### config.mk
export PLATFORM = sky130hd
export DESIGN_NAME = ob_cn_sched
export DESIGN_NICKNAME = d
export VERILOG_FILES = /design/src/rtl/ob_cn_sched.sv
export SDC_FILE = /design/constraint.sdc
export NUM_CORES = 1
export LEC_CHECK = 0
export BUFFER_PORTS_ARGS = -buffer_cell sky130_fd_sc_hd__buf_2
export CAP_MARGIN = 20
export CORE_MARGIN = 1
export CORE_UTILIZATION = 46
export DETAILED_ROUTE_END_ITERATION = 12
export GPL_TIMING_DRIVEN = 0
export HOLD_SLACK_MARGIN = 0.03
export PLACE_DENSITY = 0.77
export SYNTH_ARGS = -nofsm -noshare
export SYNTH_HDL_FRONTEND = slang
export SYNTH_SLANG_ARGS = --single-unit
### constraint.sdc
create_clock -name clk -period 1.7 [get_ports clk]
set_input_delay 0.085 -clock clk [delete_from_list [all_inputs] [get_ports clk]]
set_output_delay 0.085 -clock clk [all_outputs]
set_load 0.03 [all_outputs]
### src/rtl/ob_cn_sched.sv
// Conditional-command scheduler: steers ingress by class and arbitrates the
// single registered engine issue slot between normal, forwarded-cancel and
// matured commands.

package ob_pkg;
    localparam int unsigned UID_W = 8;
    localparam int unsigned PX_W  = 16;
    localparam int unsigned QTY_W = 8;

    typedef logic [UID_W-1:0] uid_t;

    typedef struct packed {
        uid_t             uid;
        logic [PX_W-1:0]  px;
        logic [QTY_W-1:0] qty;
    } cmd_t;
endpackage

module ob_cn_sched
    import ob_pkg::*;
#(
    parameter int unsigned MTR_BURST = 4
) (
    input  logic       clk,
    input  logic       rst_n,
    input  logic       in_vld,
    input  logic [1:0] in_cls,
    input  cmd_t       in_cmd,
    output logic       in_rdy,
    output logic       cn_cmd_vld,
    output cmd_t       cn_cmd,
    input  logic       cn_full_r,
    output logic       cn_cancel,
    output uid_t       cn_cancel_uid,
    input  logic       cn_cancel_hit_w,
    input  logic       mtr_vld_r,
    input  cmd_t       mtr_cmd,
    output logic       mtr_accept,
    output logic       eng_vld_r,
    output cmd_t       eng_cmd_r,
    input  logic       eng_rdy,
    output logic       rsp_vld_r,
    output uid_t       rsp_uid_r
);

    localparam int unsigned CNT_W = $clog2(MTR_BURST + 1);

    typedef enum logic [1:0] {
        IDLE = 2'd0,
        LKUP = 2'd1,
        FWD  = 2'd2
    } state_e;

    state_e           state_q, state_d;
    logic [CNT_W-1:0] cnt_q, cnt_d;
    cmd_t             lat_q, lat_d;
    logic             eng_vld_q, eng_vld_d;
    cmd_t             eng_cmd_q, eng_cmd_d;
    logic             rsp_vld_q, rsp_vld_d;
    uid_t             rsp_uid_q, rsp_uid_d;

    logic is_cond, is_cancel, norm_pend, slot_free, burst_max;
    logic mtr_grant, norm_grant, squash, hit;

    // Class decode; reserved class 3 behaves as NORMAL
    assign is_cond   = (in_cls == 2'd1);
    assign is_cancel = (in_cls == 2'd2);
    assign norm_pend = in_vld & ~is_cond & ~is_cancel;
    assign slot_free = ~eng_vld_q | eng_rdy;
    assign burst_max = (cnt_q == CNT_W'(MTR_BURST));
    assign squash    = mtr_vld_r & (mtr_cmd.uid == lat_q.uid);
    assign hit       = cn_cancel_hit_w | squash;

    assign cn_cmd        = in_cmd;
    assign cn_cancel_uid = lat_q.uid;
    assign eng_vld_r     = eng_vld_q;
    assign eng_cmd_r     = eng_cmd_q;
    assign rsp_vld_r     = rsp_vld_q;
    assign rsp_uid_r     = rsp_uid_q;

    // Next-state, slot arbitration and same-cycle handshake outputs
    always_comb begin
        state_d    = state_q;
        cnt_d      = cnt_q;
        lat_d      = lat_q;
        eng_vld_d  = eng_vld_q & ~eng_rdy;
        eng_cmd_d  = eng_cmd_q;
        rsp_vld_d  = 1'b0;
        rsp_uid_d  = rsp_uid_q;
        in_rdy     = 1'b0;
        cn_cmd_vld = 1'b0;
        cn_cancel  = 1'b0;
        mtr_accept = 1'b0;
        mtr_grant  = 1'b0;
        norm_grant = 1'b0;

        unique case (state_q)
            IDLE: begin
                if (is_cond) begin
                    in_rdy     = ~cn_full_r;
                    cn_cmd_vld = in_vld & ~cn_full_r;
                end else if (is_cancel) begin
                    in_rdy = 1'b1;
                    if (in_vld) begin
                        lat_d   = in_cmd;
                        state_d = LKUP;
                    end
                end
                // Matured wins unless a waiting normal has been starved MTR_BURST times
                if (slot_free) begin
                    if (mtr_vld_r && !(norm_pend && burst_max)) begin
                        mtr_grant = 1'b1;
                    end else if (norm_pend) begin
                        norm_grant = 1'b1;
                    end
                end
                if (mtr_grant) begin
                    mtr_accept = 1'b1;
                    eng_vld_d  = 1'b1;
                    eng_cmd_d  = mtr_cmd;
                end else if (norm_grant) begin
                    in_rdy    = 1'b1;
                    eng_vld_d = 1'b1;
                    eng_cmd_d = in_cmd;
                end
            end
            LKUP: begin
                cn_cancel  = 1'b1;
                mtr_accept = squash;
                if (hit) begin
                    rsp_vld_d = 1'b1;
                    rsp_uid_d = lat_q.uid;
                    state_d   = IDLE;
                end else begin
                    state_d = FWD;
                end
            end
            FWD: begin
                if (slot_free) begin
                    eng_vld_d = 1'b1;
                    eng_cmd_d = lat_q;
                    state_d   = IDLE;
                end
            end
            default: state_d = IDLE;
        endcase

        // Starvation counter: counts matured grants only while a normal waits
        if (!norm_pend || norm_grant) begin
            cnt_d = '0;
        end else if (mtr_grant && !burst_max) begin
            cnt_d = cnt_q + CNT_W'(1);
        end
    end

    // State and output registers
    always_ff @(posedge clk or negedge rst_n) begin
        if (!rst_n) begin
            state_q   <= IDLE;
            cnt_q     <= '0;
            lat_q     <= '0;
            eng_vld_q <= 1'b0;
            eng_cmd_q <= '0;
            rsp_vld_q <= 1'b0;
            rsp_uid_q <= '0;
        end else begin
            state_q   <= state_d;
            cnt_q     <= cnt_d;
            lat_q     <= lat_d;
            eng_vld_q <= eng_vld_d;
            eng_cmd_q <= eng_cmd_d;
            rsp_vld_q <= rsp_vld_d;
            rsp_uid_q <= rsp_uid_d;
        end
    end

endmodule
=== Yosys cells after proc, flatten, opt, wreduce, memory -nomap -nowiden ===
Cells that the tools add are included.

* Register bits after elaboration: 79
* Bits of input ports: 73

* Multiplexer cells: 37
* Equal/unequal tests: 11
* $add $sub $neg: 1
* Reduce and logical (&&, ||, !) cells: 14
* Bitwise logic cells: 12

{| class="wikitable"
|+ Operator list
! cell !! number
|-
| two-way mux 32 bit || 3
|-
| one-hot mux 32 bit (2 select lines) || 1
|-
| two-way mux 1 bit || 23
|-
| two-way mux 2 bit || 5
|-
| == test 8 bit || 1
|-
| != test 2 bit, second input constant || 4
|-
| AND reduction 4 bit || 2
|-
| two-way mux 3 bit || 2
|-
| one-hot mux 2 bit (3 select lines) || 1
|-
| bitwise AND 1 bit || 5
|-
| inverter 1 bit || 5
|-
| == test 2 x 1 -> 1 bit, second input constant || 2
|-
| == test 2 bit, second input constant || 2
|-
| one-hot mux 1 bit (2 select lines) || 2
|-
| nonzero test 2 bit || 2
|-
| adder 3 x 1 -> 3 bit, second input constant || 1
|-
| == test 3 bit, second input constant || 1
|-
| logical AND 1 bit || 3
|-
| zero test 1 bit || 3
|-
| != test 3 bit, second input constant || 1
|-
| AND reduction 3 bit || 1
|-
| zero test 2 bit || 1
|-
| bitwise OR 1 bit || 2
|-
| AND reduction 2 bit || 1
|-
| logical OR 1 bit || 1
|}

=== Depth between registers and ports, before layout ===
* Word-level depth: 14
* Mapped depth: 7
* Depth with buffers taken out: 6

=== Worst setup path after synthesis ===
No wires, ideal clock.

* Path type: register to output
* Start: reg cnt_q[0]
* End: out mtr_accept
* Cell stages (with the launch flop): 7
* Arrival time: 1.747 ns
* Data required time: 1.615 ns
* Slack: -0.132 ns
* Cell sequence: dfrtp_1 inv_1 ha_1 and3_1 a211oi_4 buf_8 a22o_1

* Word-level cells in the longest chain between the ends: 9

{| class="wikitable"
|+ Ends and longest elaborated chain
! element !! line !! RTL
|-
| from (decl) || 55 || <nowiki>logic [CNT_W-1:0] cnt_q, cnt_d;</nowiki>
|-
| from (signal assigned) || 168 || <nowiki>cnt_q <= cnt_d;</nowiki>
|-
| == test 3 bit || 70 || <nowiki>assign burst_max = (cnt_q == CNT_W'(MTR_BURST));</nowiki>
|-
| logical AND 1 bit || 111 || <nowiki>if (mtr_vld_r && !(norm_pend && burst_max)) begin</nowiki>
|-
| zero test 1 bit || 111 ||
|-
| logical AND 1 bit || 111 ||
|-
| two-way mux 1 bit || 111 ||
|-
| two-way mux 1 bit || 110 || <nowiki>if (slot_free) begin</nowiki>
|-
| two-way mux 1 bit || 97 || <nowiki>unique case (state_q)</nowiki>
|-
| two-way mux 1 bit || 117 || <nowiki>if (mtr_grant) begin</nowiki>
|-
| one-hot mux 1 bit (2 select lines) || 97 ||
|-
| to (decl) || 38 || <nowiki>output logic mtr_accept,</nowiki>
|}

No other way between the ends. The select of a mux whose other input is x is not followed.

=== Final worst setup path ===
* Start: reg cnt_q[1]
* End: out mtr_accept

The elaborated chain is that of the path after synthesis.

==> results_dict.tcl <==
set metrics [dict create \
    routabilityCongestion 0.859 \
    cp_slowest_stage_delay_ns 0.38 \
    global_route.usage.met3_pct 4.14 \
    grt_busiest_layer "met2" \
    cts_buffers 9 \
    synth_cell_type_count 40 \
    preCtsSetupSlack_ns -0.354 \
    initial_antenna_violation_count 0 \
    first_global_vias 4410 \
    clock_sink_count 79 \
    fin_util_pct 68.5 \
    cts.path.max_buffers 2 \
    flip_flop_cell_with_the_highest_count_after_synthesis "dfrtp_1" \
    cp.buffers_inverters 3 \
    via_count 4568 \
    dieArea_um2 10600 \
    setup.worst_path.start "cnt_q[1]" \
    synthesis.yosys.warnings 0 \
    run_status "finished, violations left" \
    vdd_ir_drop_max_uv 526 \
    first_pass_grt_wire_length_um 21800 \
    postRouteAntennaNets 0 \
    transition_time_of_the_tightest_slew_check_pin_ns 0.511 \
    final.fill_count 751 \
    dr.first_iter.drc_count 234 \
    crit_path_top_delay_cell "dfrtp_1" \
    report.final.slew_viol_count 0 \
    timing.hold.ws_ns 0.0862 \
    insertedDiodeCount 0 \
    grt_util_all_layers_pct 27.2 \
    worstSkewPairLatency_ns 0.36 \
    final_nets 788 \
    finalHoldViolations 0 \
    die_w_um 103 \
    cp.required_ns 1.62 \
    wl_um 14000 \
    globalRouteMet1Util_pct 35.0 \
    groute.layer.met2.usage_pct 45.8 \
    portBuffers 158 \
    crit_path_start_kind "flop" \
    clk_root_buffer_cell "clkbuf_8" \
    core_area_um2 9820 \
    fmax_mhz 525 \
    grt_max_degree 68 \
    holdCritStartpoint "in_vld" \
    route.detailed.wl_per_inst_um 16.5 \
    netlist_area_um2 4700 \
    htree_num_levels 3 \
    synth.yosys.seq_area_share_pct 42.1 \
    syn_nets 563 \
    postSynthRegisterBits 79 \
    cp.arrival_ns 1.82 \
    crit_path_cell_trace "inv_2 -> ha_4 -> and3_4 -> a211oi_4 -> buf_8 -> a22o_4 -> buf_6" \
    clkTransAtPathRegs_ns 0.09 \
    die_height_um 103 \
    viasPerCell 5.37 \
    setup_repair_after_global_routing_missed_its_margin "yes" \
    worst_r2r_startpoint "cnt_q[1]" \
    hpwl_um 9100 \
    post-route-worst-setup-slack_ns -0.205 \
    synth_async_sr_flop_share_pct 100 \
    synth-edff-count 0 \
    max_capacitance_violation_count 0 \
    power_density_nw_per_um2 969 \
    route.detailed.drc 0 \
    total_grt_overflow 0 \
    critical_path.endpoint_type "primary output" \
    synthesis.instances 488 \
    num_io_pins 159 \
    timing.final.setup_violations 35 \
    worst_clock_skew_ns 0.0108 \
    clock_tree_from_tritoncts "yes" \
    initial_utilization_pct 47.8 \
    final_layout_size_suffix_gt1_share_pct 48.1 \
    row_count 36 \
    synthesis.area_per_instance_um2 9.63 \
    total_leakage_power_nw 3.24 \
    drt_pre_antenna_iters 4 \
    max-slew-margin-rel_pct 65.9 \
    finalCriticalPeriod_ns 1.90 \
    worst_hold_path_type "in2reg" \
    crit_path_max_fanout 2 \
    final_min_period_over_clock_period_pct 112 \
    setup.worst_path.class "reg2out" \
    critPathTopFamily "compound AO/OA/AOI/OAI gates" \
    layout-area-overhead-vs-synth_pct 43.1 \
    failed_checks "negative setup slack" \
]
[per-stage QoR]
| step | area [µm²] | std cells | setup TNS, ns | total power, mW |
|---|---|---|---|---|
| finish | 6720 | 850 | -3.68 | 6.52 |
| global route | 6720 | 850 | -6.61 | 6.83 |
| CTS | 6540 | 845 | -4.13 | 6.43 |
| detailed placement | 5710 | 780 | -13.29 | 4.75 |
| global placement | 5680 | 779 | -15.73 | 4.69 |
| floorplan | 4720 | 488 | 0 | 4.04 |
[cells in the final DEF, fill, tap and decap left out, types with 8 or more instances in the layout]
| cell | netlist | layout |
|---|---|---|
| clkbuf_2 | 0 | 8 |
| buf_2 | 9 | 162 |
| mux2_2 | 32 | 32 |
| o21ai_0 | 9 | 9 |
| dlygate4sd3_1 | 0 | 33 |
| dfrtp_2 | 0 | 11 |
| nand2_1 | 11 | 10 |
| dfrtp_1 | 79 | 68 |
| mux2i_1 | 32 | 30 |
| nor2b_1 | 11 | 11 |
| nor3_1 | 33 | 32 |
| nor2_1 | 101 | 100 |
| clkbuf_8 | 0 | 13 |
| a22o_1 | 33 | 32 |
| and3_1 | 10 | 9 |
| buf_4 | 42 | 62 |
[logic make-up after synthesis]
logic type	count (synthesis)	share of synthesized area, %
AO/OA/AOI/OAI	61	10.6
XOR/XNOR	9	1.84
adder cells (fa/ha/maj)	2	0.533
buffers and inverters	79	11.5
flip-flops	79	42.1
multiplexers	64	14.5
AND/OR/NAND/NOR	194	19.0
[metal layers]
layer | vias up | routed length, µm
met4 | 0 | 297
met3 | 30 | 768
met1 | 2223 | 5960
met2 | 195 | 6990
li1 | 2120 | -
met5 | - | 0
[cell usage after synthesis, types with 9 or more instances]
cell type / n / area share (%)
buf_4: 42 / 6.7
nand2_1: 11 / 0.88
and3_1: 10 / 1.3
nor2b_1: 11 / 1.5
mux2i_1: 32 / 6.8
clkbuf_1: 14 / 1.1
buf_2: 9 / 0.96
o21ai_0: 9 / 0.96
nand3_1: 10 / 1.1
dfrtp_1: 79 / 42
mux2_2: 32 / 7.7
a22o_1: 33 / 6.2
nor2_1: 101 / 8.1
nor3_1: 33 / 3.5
[final timing paths]
check / to / slack (ns) / cells after the start
worst max-delay path: mtr_accept / -0.20 / 7
worst min-delay path: cnt_q[0] / 0.09 / 3
worst max register to register: eng_cmd_r[11] / -0.16 / 8
worst min register to register: lat_q[14] / 0.51 / 1
max in group asynchronous: cn_cancel_uid[0] / 0.97 / 3
min in group asynchronous: rsp_vld_r / 0.12 / 2
[layout make-up]
class,instances,area [µm²],share of cell area (%)
Clock inverter,3,42.5,0.633
Multi-Input combinational cell,330,2370,35.3
Clock buffer,12,155,2.31
Tap cell,133,166,2.47
Timing Repair Buffer,216,1410,21.0
Buffer,72,561,8.34
Inverter,5,23.8,0.354
Sequential cell,79,1990,29.6
[worst min-delay path: stages]
cell and delay (ns):
buf_2 0.14, nand2_1 0.12, nor2_1 0.06
[flip-flops by register name (all words and copies together) (netlist names)]
register and cells:
cn_cancel_uid 8, cnt_q 3, eng_cmd_r 32, eng_vld_r 1
lat_q 24, rsp_uid_r 8, rsp_vld_r 1, state_q 2
[repair_timing]
action,in CTS,in global routing
hold buffers,33,0
pin swaps,13,21
setup buffers,17,6
endpoints found under the setup margin,74,73
gates resized for setup,45,39
hold endpoints to repair,111,0
cloned,1,1
[report_power, final]
group	leakage [nW]	switching [mW]	internal (mW)	total [mW]
Sequential	0.925	0.264	2.26	2.52
Combinational	2.21	1.43	1.11	2.55
Clock	0.0985	0.694	0.750	1.44
Total	3.24	2.39	4.12	6.52
Power figures use the tool's default switching activity.
